===== config.mk =====
export PLATFORM = sky130hd
export DESIGN_NAME = lsu_ctrl
export DESIGN_NICKNAME = d
export VERILOG_FILES = /design/src/rtl/lsu_ctrl.sv
export SDC_FILE = /design/constraint.sdc
export NUM_CORES = 1
export LEC_CHECK = 0
export CORE_MARGIN = 1.5
export CORE_UTILIZATION = 51
export CTS_BUF_LIST = sky130_fd_sc_hd__clkbuf_4
export DETAILED_ROUTE_END_ITERATION = 6
export GPL_ROUTABILITY_DRIVEN = 0
export PLACE_DENSITY = 0.83
export SLEW_MARGIN = 20
export SYNTH_ARGS = -nofsm -noshare
export SYNTH_HDL_FRONTEND = slang
export SYNTH_SLANG_ARGS = --single-unit

===== constraint.sdc =====
create_clock -name clk -period 2.4 [get_ports clk]
set_input_delay 0.48 -clock clk [delete_from_list [all_inputs] [get_ports clk]]
set_output_delay 0.48 -clock clk [all_outputs]
set_load 0.02 [all_outputs]

===== src/rtl/lsu_ctrl.sv =====
// Load/store controller: byte-addressed RISC-V loads/stores onto a word-addressed data_mem port.
// Define LSU_MISALIGNED_EN to split misaligned halfword/word accesses into byte/word beats.
module lsu_ctrl #(
   parameter  int DEPTH = 128,
   localparam int AW    = $clog2(DEPTH)
) (
   input  logic          clk,
   input  logic          rst,
   input  logic          req_valid,
   output logic          req_ready,
   input  logic          req_we,
   input  logic [2:0]    req_funct3,
   input  logic [31:0]   req_addr,
   input  logic [31:0]   req_wdata,
   output logic          resp_valid,
   output logic          resp_err,
   output logic [31:0]   resp_rdata,
   output logic [AW-1:0] mem_rd_addr,
   input  logic [31:0]   mem_rd_data,
   output logic [AW-1:0] mem_wr_addr,
   output logic [31:0]   mem_wr_din,
   output logic          mem_we,
   output logic [2:0]    mem_wr_strb
);

`ifdef LSU_MISALIGNED_EN
   localparam int CW = 2;
`else
   localparam int CW = 1;
`endif

   localparam logic [31:0] DEPTH_W   = 32'(DEPTH);
   localparam logic [2:0]  STRB_WORD = 3'b000;
   localparam logic [2:0]  STRB_HLO  = 3'b001;
   localparam logic [2:0]  STRB_HHI  = 3'b011;
   localparam logic [2:0]  STRB_NOP  = 3'b010;

   typedef enum logic [1:0] {S_IDLE, S_BEAT, S_DONE} state_t;

   state_t          state_q, state_d;
   logic            we_q, we_d;
   logic [2:0]      f3_q, f3_d;
   logic [AW+1:0]   addr_q, addr_d;
   logic [31:0]     wdata_q, wdata_d;
   logic [31:0]     word0_q, word0_d;
   logic            mis_q, mis_d;
   logic [CW-1:0]   beat_q, beat_d;
   logic [CW-1:0]   last_q, last_d;
   logic            req_ready_q, req_ready_d;
   logic            resp_valid_q, resp_valid_d;
   logic            resp_err_q, resp_err_d;
   logic [31:0]     resp_rdata_q, resp_rdata_d;
   logic [AW-1:0]   mem_rd_addr_q, mem_rd_addr_d;
   logic [AW-1:0]   mem_wr_addr_q, mem_wr_addr_d;
   logic [31:0]     mem_wr_din_q, mem_wr_din_d;
   logic            mem_we_q, mem_we_d;
   logic [2:0]      mem_wr_strb_q, mem_wr_strb_d;

   // request decode
   logic            hs;
   logic [1:0]      req_size_m1;
   logic [29:0]     req_end_w;
   logic            req_mis;
   logic            req_f3_bad;
   logic            req_range_bad;
   logic            req_err;
   logic [CW-1:0]   req_last;

   always_comb begin
      hs = req_valid && req_ready_q;
      unique case (req_funct3[1:0])
         2'b00:   req_size_m1 = 2'd0;
         2'b01:   req_size_m1 = 2'd1;
         default: req_size_m1 = 2'd3;
      endcase
      req_end_w = 30'((req_addr + {30'b0, req_size_m1}) >> 2);
      req_mis   = ((req_funct3[1:0] == 2'b01) && req_addr[0]) ||
                  (req_funct3[1] && (req_addr[1:0] != 2'b00));
      if (req_we) req_f3_bad = req_funct3[2];
      else        req_f3_bad = (req_funct3 == 3'b011) || (req_funct3[2:1] == 2'b11);
      req_range_bad = ({2'b00, req_addr[31:2]} >= DEPTH_W) || ({2'b00, req_end_w} >= DEPTH_W);
`ifdef LSU_MISALIGNED_EN
      req_err  = req_f3_bad || req_range_bad;
      req_last = !req_mis ? 2'd0 : (req_we ? req_size_m1 : 2'd1);
`else
      req_err  = req_f3_bad || req_range_bad || req_mis;
      req_last = 1'b0;
`endif
   end

   // Memory port values for the beat about to start: beat 0 from the request, later beats from held state.
   logic            drv_en;
   logic            src_we;
   logic [1:0]      src_size;
   logic [AW+1:0]   src_addr;
   logic [31:0]     src_wdata;
   logic            src_mis;
   logic [CW-1:0]   src_beat;
   logic [AW+1:0]   drv_byte_addr;
   logic [AW-1:0]   drv_rd_addr;
   logic [AW-1:0]   drv_wr_addr;
   logic [31:0]     drv_din;
   logic [2:0]      drv_strb;

   always_comb begin
      if (state_q == S_IDLE) begin
         src_we    = req_we;
         src_size  = req_funct3[1:0];
         src_addr  = req_addr[AW+1:0];
         src_wdata = req_wdata;
         src_mis   = req_mis;
         src_beat  = '0;
         drv_en    = hs && !req_err;
      end else begin
         src_we    = we_q;
         src_size  = f3_q[1:0];
         src_addr  = addr_q;
         src_wdata = wdata_q;
         src_mis   = mis_q;
         src_beat  = beat_q + 1'b1;
         drv_en    = (state_q == S_BEAT) && (beat_q != last_q);
      end
      drv_byte_addr = src_addr + {{(AW+2-CW){1'b0}}, src_beat};
      drv_rd_addr   = src_addr[AW+1:2] + {{(AW-CW){1'b0}}, src_beat};
      drv_wr_addr   = drv_byte_addr[AW+1:2];
      drv_strb      = STRB_NOP;
      drv_din       = '0;
      if (src_we) begin
         if (src_mis) begin
            drv_strb = {1'b1, drv_byte_addr[1:0]};
            drv_din  = {24'b0, 8'(src_wdata >> {src_beat, 3'b000})};
         end else begin
            unique case (src_size)
               2'b00: begin
                  drv_strb = {1'b1, src_addr[1:0]};
                  drv_din  = {24'b0, src_wdata[7:0]};
               end
               2'b01: begin
                  drv_strb = src_addr[1] ? STRB_HHI : STRB_HLO;
                  drv_din  = {16'b0, src_wdata[15:0]};
               end
               default: begin
                  drv_strb = STRB_WORD;
                  drv_din  = src_wdata;
               end
            endcase
         end
      end
   end

   // Load result: a split load combines the captured lower word with the word read in the last beat.
   logic [63:0] ld_raw;
   logic [31:0] ld_word;
   logic [31:0] ld_ext;

   always_comb begin
      ld_raw  = (beat_q == '0) ? {32'b0, mem_rd_data} : {mem_rd_data, word0_q};
      ld_word = 32'(ld_raw >> {addr_q[1:0], 3'b000});
      unique case (f3_q)
         3'b000:  ld_ext = {{24{ld_word[7]}}, ld_word[7:0]};
         3'b001:  ld_ext = {{16{ld_word[15]}}, ld_word[15:0]};
         3'b100:  ld_ext = {24'b0, ld_word[7:0]};
         3'b101:  ld_ext = {16'b0, ld_word[15:0]};
         default: ld_ext = ld_word;
      endcase
   end

   always_comb begin
      state_d       = state_q;
      we_d          = we_q;
      f3_d          = f3_q;
      addr_d        = addr_q;
      wdata_d       = wdata_q;
      word0_d       = word0_q;
      mis_d         = mis_q;
      beat_d        = beat_q;
      last_d        = last_q;
      resp_valid_d  = 1'b0;
      resp_err_d    = 1'b0;
      resp_rdata_d  = '0;
      mem_we_d      = 1'b0;
      mem_wr_strb_d = STRB_NOP;
      mem_rd_addr_d = '0;
      mem_wr_addr_d = '0;
      mem_wr_din_d  = '0;
      unique case (state_q)
         S_IDLE: begin
            if (hs) begin
               we_d    = req_we;
               f3_d    = req_funct3;
               addr_d  = req_addr[AW+1:0];
               wdata_d = req_wdata;
               mis_d   = req_mis && !req_err;
               beat_d  = '0;
               last_d  = req_last;
               if (req_err) begin
                  state_d      = S_DONE;
                  resp_valid_d = 1'b1;
                  resp_err_d   = 1'b1;
               end else begin
                  state_d = S_BEAT;
               end
            end
         end
         S_BEAT: begin
            if (beat_q == '0) word0_d = mem_rd_data;
            if (beat_q == last_q) begin
               state_d      = S_DONE;
               resp_valid_d = 1'b1;
               resp_rdata_d = we_q ? 32'b0 : ld_ext;
            end else begin
               beat_d = beat_q + 1'b1;
            end
         end
         S_DONE:  state_d = S_IDLE;
         default: state_d = S_IDLE;
      endcase
      if (drv_en) begin
         mem_we_d      = src_we;
         mem_wr_strb_d = drv_strb;
         mem_rd_addr_d = drv_rd_addr;
         mem_wr_addr_d = drv_wr_addr;
         mem_wr_din_d  = drv_din;
      end
      req_ready_d = (state_d == S_IDLE);
   end

   always_ff @(posedge clk) begin
      if (!rst) begin
         state_q       <= S_IDLE;
         we_q          <= 1'b0;
         f3_q          <= '0;
         addr_q        <= '0;
         wdata_q       <= '0;
         word0_q       <= '0;
         mis_q         <= 1'b0;
         beat_q        <= '0;
         last_q        <= '0;
         req_ready_q   <= 1'b0;
         resp_valid_q  <= 1'b0;
         resp_err_q    <= 1'b0;
         resp_rdata_q  <= '0;
         mem_we_q      <= 1'b0;
         mem_wr_strb_q <= STRB_NOP;
         mem_rd_addr_q <= '0;
         mem_wr_addr_q <= '0;
         mem_wr_din_q  <= '0;
      end else begin
         state_q       <= state_d;
         we_q          <= we_d;
         f3_q          <= f3_d;
         addr_q        <= addr_d;
         wdata_q       <= wdata_d;
         word0_q       <= word0_d;
         mis_q         <= mis_d;
         beat_q        <= beat_d;
         last_q        <= last_d;
         req_ready_q   <= req_ready_d;
         resp_valid_q  <= resp_valid_d;
         resp_err_q    <= resp_err_d;
         resp_rdata_q  <= resp_rdata_d;
         mem_we_q      <= mem_we_d;
         mem_wr_strb_q <= mem_wr_strb_d;
         mem_rd_addr_q <= mem_rd_addr_d;
         mem_wr_addr_q <= mem_wr_addr_d;
         mem_wr_din_q  <= mem_wr_din_d;
      end
   end

   assign req_ready   = req_ready_q;
   assign resp_valid  = resp_valid_q;
   assign resp_err    = resp_err_q;
   assign resp_rdata  = resp_rdata_q;
   assign mem_rd_addr = mem_rd_addr_q;
   assign mem_wr_addr = mem_wr_addr_q;
   assign mem_wr_din  = mem_wr_din_q;
   assign mem_wr_strb = mem_wr_strb_q;
   // A reset arriving mid-beat must suppress the write committing at that same edge.
   assign mem_we      = mem_we_q && rst;

endmodule


* Word level (Yosys, flattened, before mapping)
Index checks and enable logic that the tools add are counted.
** Storage, ports and cells
- Bits in registers :: 166
- RAM bits :: 0
- Memory bits (read-only) :: 0
- Word-level logic and storage cells :: 96
- Latch bits :: 0
- Memories kept :: 0
** Cells by class
- Muxes and demuxes :: 27
- Equal/unequal tests :: 10
- Magnitude comparators :: 2
- Reduce and logical (&&, ||, !) cells :: 28
- Bitwise operators :: 5
- Shift-type cells :: 2
- Divide/modulo/power cells :: 0
- Add/sub/neg operators :: 4
- $mul :: 0
** Operators with widths (number)
- $pmux 32 s4 :: 1
- $mux 64 :: 1
- $pmux 32 s2 :: 1
- $shr 64x5->32 :: 1
- $ge 30x8->1 const B :: 2
- $add 32x2->32 :: 1
- $mux 32 :: 1
- $shr 32x4->8 :: 1
- $mux 1 :: 10
- $mux 2 :: 5
- $add 9x1->9 :: 1
- $mux 9 :: 1
- $logic_not 2->1 :: 4
- $mux 8 :: 1
- $pmux 2 s2 :: 2
- $reduce_and 2->1 :: 4
- $reduce_or 4->1 :: 2
- $add 7x1->7 :: 1
- $logic_and 1x1->1 :: 7
- $eq 2x1->1 const B :: 3
- $eq 3x3->1 const B :: 2
- $pmux 3 s2 :: 1
- $reduce_and 3->1 :: 2
- $logic_or 1x1->1 :: 5
- other kinds (11) :: 18

* Longest topological paths before layout
- Word-level depth :: 12
- Mapped depth :: 11
- Gate-level depth less buffers :: 9

* Worst setup path after synthesis
No wires, ideal clock.
- Path type :: register to register
- Start :: reg state_q[1]
- End :: reg mem_wr_addr_q[4] (netlist: mem_wr_addr[4])
- Required time :: 2330 ps
- Period minus slack after synthesis :: 2139 ps
- Arrival time :: 2069 ps
- Cell stages (with the launch flop) :: 12
- Setup time :: 70 ps
- Setup slack :: 261 ps
- Cell sequence :: dfxtp_1 buf_2 nor2_2 buf_4 mux2_2 ha_1 ha_1 inv_1 a221oi_2 and2_1 a21o_1 a21oi_1
** On the way
- Longest elaborated chain between the ends :: 4
- Elaborated cells on any way between the ends :: 8
** RTL lines
- start, declared :: line 40 : state_t state_q, state_d;
- start signal, assigned :: line 249 : state_q <= state_d;
- parallel branches: the longest is 4 deep, another holds $add 9x1->9
- end signal, assigned :: line 265 : mem_wr_addr_q <= mem_wr_addr_d;
- end, declared :: line 54 : logic [AW-1:0] mem_wr_addr_q, mem_wr_addr_d;
Parallel ways; which one is timed is not known.
A chain may end at the register's enable or synchronous reset.

* Worst setup path after layout
- Start :: in rst
- End :: out mem_we
** On the way
- Longest elaborated chain between the ends :: 1
** RTL lines
- start, declared :: line 8 : input logic rst,
- $logic_and 1x1->1 :: line 279 : assign mem_we = mem_we_q && rst;
- end, declared :: line 22 : output logic mem_we,
Every way passes these cells.

==> load_flow_metrics.sql <==
INSERT INTO impl_metrics (metric_group, metric, value, unit) VALUES
('cts', 'worst_setup_hold_path_clk_slew', '130', 'ps'),
('synthesis', 'synth_seq_area_share', '44.62', '%'),
('global_route', 'global_route.usage.total', '26.78', '%'),
('place', 'hpwl', '14630', 'um'),
('synthesis', 'ys_seq_elements', '166', ''),
('cts', 'tritoncts_num_sinks', '166', ''),
('synthesis', 'synth_top_area_share', '44.62', '%'),
('finish', 'fillCellCount', '1076', ''),
('finish', 'nNetsFinal', '1082', ''),
('timing', 'slew_of_the_pin_with_the_lowest_slew_margin', '575.0', 'ps'),
('cts', 'postCtsSetupRepairBufs', '0', ''),
('pwr', 'ir_worst_vdd', '0.5169', 'mV'),
('setup_path', 'critical_path_arrival', '1760', 'ps'),
('global_route', 'grt_antenna_before_repair', '1', ''),
('pwr', 'power_leakage', '3.847', 'nW'),
('worst_hold_path', 'min-delay-path-class', 'flop to flop', ''),
('setup_path', 'critical_path.slowest_cell', 'sky130_fd_sc_hd__clkdlybuf4s50_1', ''),
('finish', 'post_route_cells_drive_above_1_share', '13.98', '%'),
('setup_path', 'crit_chain', 'clkdlybuf4s50_1 > and2_1 > clkdlybuf4s50_1', ''),
('timing', 'timing.slew.headroom', '61.26', '%'),
('drt', 'number_of_antenna_violating_nets_in_the_routed_design', '0', ''),
('cts', 'post_cts_hold_buffer_count', '0', ''),
('floorplan', 'floorplan.initialDensity', '53.04', '%'),
('timing', 'timing.setup.tns', '0', 'ps'),
('drt', 'remaining_drc_errors', '0', ''),
('place', 'port-buffer-count', '187', ''),
('global_route', 'grt_max_degree', '47', ''),
('timing', 'max_slew_violation_count', '0', ''),
('setup_path', 'worst_path_most_repeated_cell', 'sky130_fd_sc_hd__clkdlybuf4s50_1', ''),
('synthesis', 'cell_variety_after_synth', '59', ''),
('synthesis', 'postSynth.topFlopCell', 'sky130_fd_sc_hd__dfxtp_1', ''),
('drt', 'first_pass_iters', '5', ''),
('finish', 'utilization', '71.18', '%'),
('setup_path', 'worst_path_largest_cell_delay', '610', 'ps'),
('finish', 'area_delta_synth_final', '34.20', '%'),
('synthesis', 'synth_largest_area_cell', 'sky130_fd_sc_hd__dfxtp_1', ''),
('cts', 'post_cts_resized', '0', ''),
('setup_path', 'timing.critical_path.required', '1920', 'ps'),
('floorplan', 'core_area', '14040', 'um^2'),
('finish', 'multi_input_comb_area', '3826', 'um^2'),
('floorplan', 'die_area', '15340', 'um^2'),
('setup_path', 'critPathKind', 'input port to primary output', ''),
('setup_path', 'timing.critical_path.to_type', 'primary output', ''),
('drt', 'wl', '20230', 'um'),
('synthesis', 'postSynthNetCount', '882', ''),
('place', 'dpl_worst_slack', '-227.4', 'ps'),
('synthesis', 'yosys_warnings', '0', ''),
('run_status', 'status', 'complete, no violations', ''),
('synthesis', 'postSynthAreaPerCell', '9.623', 'um^2'),
('finish', 'ff_latch_area', '3326', 'um^2'),
('synthesis', 'fraction_of_synthesis_flops_using_an_asynchronous_set_or_reset_pin', '0', '%'),
('timing', 'final.period_utilization', '93.43', '%'),
('global_route', 'grt_first_pass_wirelength', '31810', 'um'),
('floorplan', 'floorplan.io_pins', '188', ''),
('global_route', 'grt_remaining_overflow', '0', ''),
('synthesis', 'synth_area', '7448', 'um^2'),
('timing', 'max_clock_freq', '445.9', 'MHz'),
('flow_run', 'timing.max_cap.violations', '0', ''),
('drt', 'routed_via_density', '5.603', ''),
('drt', 'drt_iter0_markers', '471', ''),
('cts', 'htree_levels', '4', ''),
('timing', 'final_period_minus_worst_setup_slack', '2242', 'ps'),
('floorplan', 'dieHeight', '123.9', 'um'),
('timing', 'minimum_setup_slack_in_the_final_design', '157.6', 'ps'),
('setup_path', 'startpoint_type', 'input port', ''),
('synthesis', 'synth.top_cells.by_area', 'sky130_fd_sc_hd__dfxtp_1 45%, sky130_fd_sc_hd__mux2i_1 9.5%, sky130_fd_sc_hd__nand2_1 6.2%', ''),
('cts', 'numCtsBuffers', '17', ''),
('setup_path', 'critical_path.max_fanout', '2', ''),
('cts', 'ctsLongestPathBuffers', '2', ''),
('global_route', 'vias_in_the_first_global_route', '6184', ''),
('synthesis', 'syn_inst', '774', '');
==> where the power goes <==
group          internal, mW  leakage [nW]  total (mW)  switching [mW]
Clock                 0.531         0.132        1.53            1.00
Sequential             2.79          1.34        2.82          0.0281
Combinational         0.380          2.37       0.732           0.352
Total                  3.70          3.85        5.09            1.38
==> layout make-up <==
| type | instances | share of cell area [%] |
|---|---|---|
| tap | 180 | 2.253 |
| timing repair buffer | 242 | 23.36 |
| sequential | 166 | 33.27 |
| multi-input combinational | 541 | 38.28 |
| clock inverter | 14 | 1.239 |
| inverter | 6 | 0.2253 |
| antenna | 1 | 0.02503 |
| clock buffer | 18 | 1.352 |
==> sequential cells by signal (all words and copies together) (netlist names) <==
name	count
mem_rd_addr	7
mem_we_q	1
word0_q	32
mem_wr_strb	3
beat_q	1
wdata_q	32
mis_q	1
mem_wr_din	32
req_ready	1
state_q	2
resp_valid	1
f3_q	3
resp_rdata	32
addr_q	9
mem_wr_addr	7
resp_err	1
we_q	1
==> cell usage after synthesis (all sizes together), types with 10 or more instances <==
cell and instances:
clkbuf 27, o21a 10, a21boi 45, mux2 12, dfxtp 166, mux2i 71
xnor2 10, a21oi 18, nor2 48, o21ai 33, mux4 15, nand2 125
a22o 32, nor4 28, buf 34
==> per-layer routing <==
layer	vias to the layer above	global-route usage [%]	share of wire [%]
met1	3068	36.08	44
met5	-	0	0
met4	0	8.046	1.8
li1	3185	-	-
met2	265	42.75	46
met3	26	6.410	8.0
==> worst max-delay path, delay by kind of cell <==
kind                   cells  cell delay (ps)
buffers and inverters      2             1110
AND/OR/NAND/NOR            1              170
==> path summary, 6_finish.rpt <==
| check | cells past startpoint | to | from | slack [ps] |
|---|---|---|---|---|
| setup / recovery | 3 | mem_we | rst | 160 |
| setup reg to reg | 9 | mem_wr_addr[4] | state_q[1] | 180 |
| hold / removal | 2 | wdata_q[31] | wdata_q[31] | 470 |
| hold reg to reg | 2 | wdata_q[31] | wdata_q[31] | 470 |
==> cell families after synthesis <==
group	synth area share (%)
adder cells (fa/ha/maj)	0.8399
buffers and inverters	4.317
flip-flops	44.62
XOR/XNOR	1.176
multiplexers	15.89
AO/OA/AOI/OAI	17.05
AND/OR/NAND/NOR	16.11
==> layout by cell type, fill, tap and decap left out, types with 8 or more instances in the layout <==
cell type	synthesis	layout
sky130_fd_sc_hd__or2_2	9	9
sky130_fd_sc_hd__clkdlybuf4s50_1	0	187
sky130_fd_sc_hd__o21a_1	10	10
sky130_fd_sc_hd__a21boi_0	45	45
sky130_fd_sc_hd__nor2_1	46	46
sky130_fd_sc_hd__a2111oi_0	8	8
sky130_fd_sc_hd__xnor2_1	10	10
sky130_fd_sc_hd__clkbuf_4	2	18
sky130_fd_sc_hd__nor4_1	28	28
sky130_fd_sc_hd__mux4_2	15	15
sky130_fd_sc_hd__a21oi_1	18	18
sky130_fd_sc_hd__o22a_1	8	8
sky130_fd_sc_hd__o21ai_0	31	31
sky130_fd_sc_hd__mux2_2	12	12
sky130_fd_sc_hd__dfxtp_1	166	164
sky130_fd_sc_hd__mux2i_1	71	71
sky130_fd_sc_hd__a22o_1	32	32
sky130_fd_sc_hd__buf_4	7	51
sky130_fd_sc_hd__nand2_1	124	124
==> per-stage QoR <==
step                hold slack [ps]  area [um^2]  std cells
detailed placement            456.5         9734       1135
finish                        470.2         9996       1168
CTS                           464.3         9993       1167
global route                  474.4         9996       1168
global placement              447.9         9734       1135
floorplan                     440.0         7448        774
(Power assumes the default switching activity.)
==> RTL change, RTL diff (same settings) <==
Reset style: asynchronous (`rst`), changed in one clocked block.
--- a/src/rtl/lsu_ctrl.sv
+++ b/src/rtl/lsu_ctrl.sv
@@ -225,7 +225,7 @@
       req_ready_d = (state_d == S_IDLE);
    end
 
-   always_ff @(posedge clk) begin
+   always_ff @(posedge clk or negedge rst) begin
       if (!rst) begin
          state_q       <= S_IDLE;
          we_q          <= 1'b0;
Check against the original RTL: differs if rst is asserted again (counterexample within 4 cycles, from zero or initial values and one cycle with rst low); with rst held inactive, the same outputs for 4 cycles.
==> RTL change against the original RTL <==
  * The flow now finishes with violations (negative hold slack)
  * First-iteration DRC count up 41%
  * Area after synthesis up 10%
  * Critical path depth up 5
  * Worst setup slack worse by 0.016 ns
  * Via count up 8.8%
  * Count of clock-buffer cells in the layout down 1
  * Global-route usage up 0.39 points
  * Maximum frequency down 0.73%
  * Final area up 9.3%
  * Wire length up 9.6%
  * Sequential cell count unchanged
  * Worst hold slack worse by 0.48 ns
Power is not compared: it rests on default switching activity, and its combinational part moved more than twofold at a synthesized area within 25%.
==> RTL change: results <==
[synthesis]
synth_flop_cell = "dfrtp_1"
seq_area_frac_synth = 0.506
synth_nets = 925
netlist_top_cells_area = "dfrtp_1 50%, nand2_1 9.9%, mux2_2 6.4%"
synth_area_per_cell_sq_um = 10.0

[global_route]
grt_pass1_wl_um = 35000
antenna_found_initial = 0

[cells_and_area]
buf_share = 0.219
layout-drive-gt1-share = 0.171
multi_input_area_share = 0.347
inv_count = 4
num-multi-input-gates = 585

[detailed_routing]
vias_per_cell = 5.71

[timing]
finalHoldViolCount = 3
hold_slack_ns = -0.00603
max-slew-margin-rel = 0.404
clock_skew_ns = 0.0252

[critical_path]
slowest_delay_ns = 0.46
cp-startpoint = "req_addr[1]"
timing.rr.start = "state_q[1]"
arrival_ns = 2.73
path_max_fanout = 17

[placement]
place_hpwl_um = 15700

[status]
status = "finished, violations left"
violations = "negative hold slack"

[clock_tree]
path_clk_slew_ns = 0.15
## RTL change: cell count changes after synthesis, moves of 20 or more
| cell | change |
|---|---|
| nand2_1 | +92 |
| a221oi_1 | +31 |
| clkbuf_1 | +20 |
| dfrtp_1 | +165 |
| mux2_2 | +35 |
| mux2i_1 | -39 |
| dfxtp_1 | -166 |
| nor4_1 | -22 |
| a21oi_1 | +42 |
| a22o_1 | -30 |
| a21boi_0 | -42 |
## RTL change: metal layers
layer  share of wire  vias up  track usage
met1            0.40     3479        0.355
met4           0.025        0        0.103
met2            0.51      307        0.458
met3           0.063       55       0.0451
li1                -     3279            -
met5               0        -            0
## RTL change: through the flow
stage          TNS, ns  hold slack [ns]  setup slack (ns)  utilization
2_1_floorplan        0            0.184           0.00256            -
3_3_place_gp    -12.95            0.458            -0.290        0.672
3_5_place_dp    -17.97            0.462            -0.433        0.672
4_1_cts              0           0.0744             0.125        0.690
5_1_grt              0            0.108           0.00412        0.690
6_report             0         -0.00603             0.141        0.690
## RTL change: critical path, delay by kind of cell
family	cells	cell delay, ns
buf+inv	2	0.70
fa+ha+maj	1	0.31
compound gates	4	1.00
simple gates	1	0.26
## RTL change: final timing paths
kind / cells past startpoint / endpoint
setup / recovery: 8 / mem_wr_din[31]
hold / removal: 2 / wdata_q[20]
setup reg to reg: 6 / resp_rdata[26]
hold reg to reg: 2 / wdata_q[26]
max in group asynchronous: 2 / addr_q[0]
min in group clk: 3 / wdata_q[19]
## RTL change: logic make-up (layout without fill, tap and decap cells)
family                   count (synthesis)  in the layout  synth area share
AND/OR/NAND/NOR                        320            320             0.170
flip-flops                             166            166             0.506
AO/OA/AOI/OAI                          154            154             0.126
multiplexers                            94             94             0.145
buffers and inverters                   66            281            0.0329
XOR/XNOR                                12             12            0.0128
adder cells (fa/ha/maj)                  5              5           0.00762
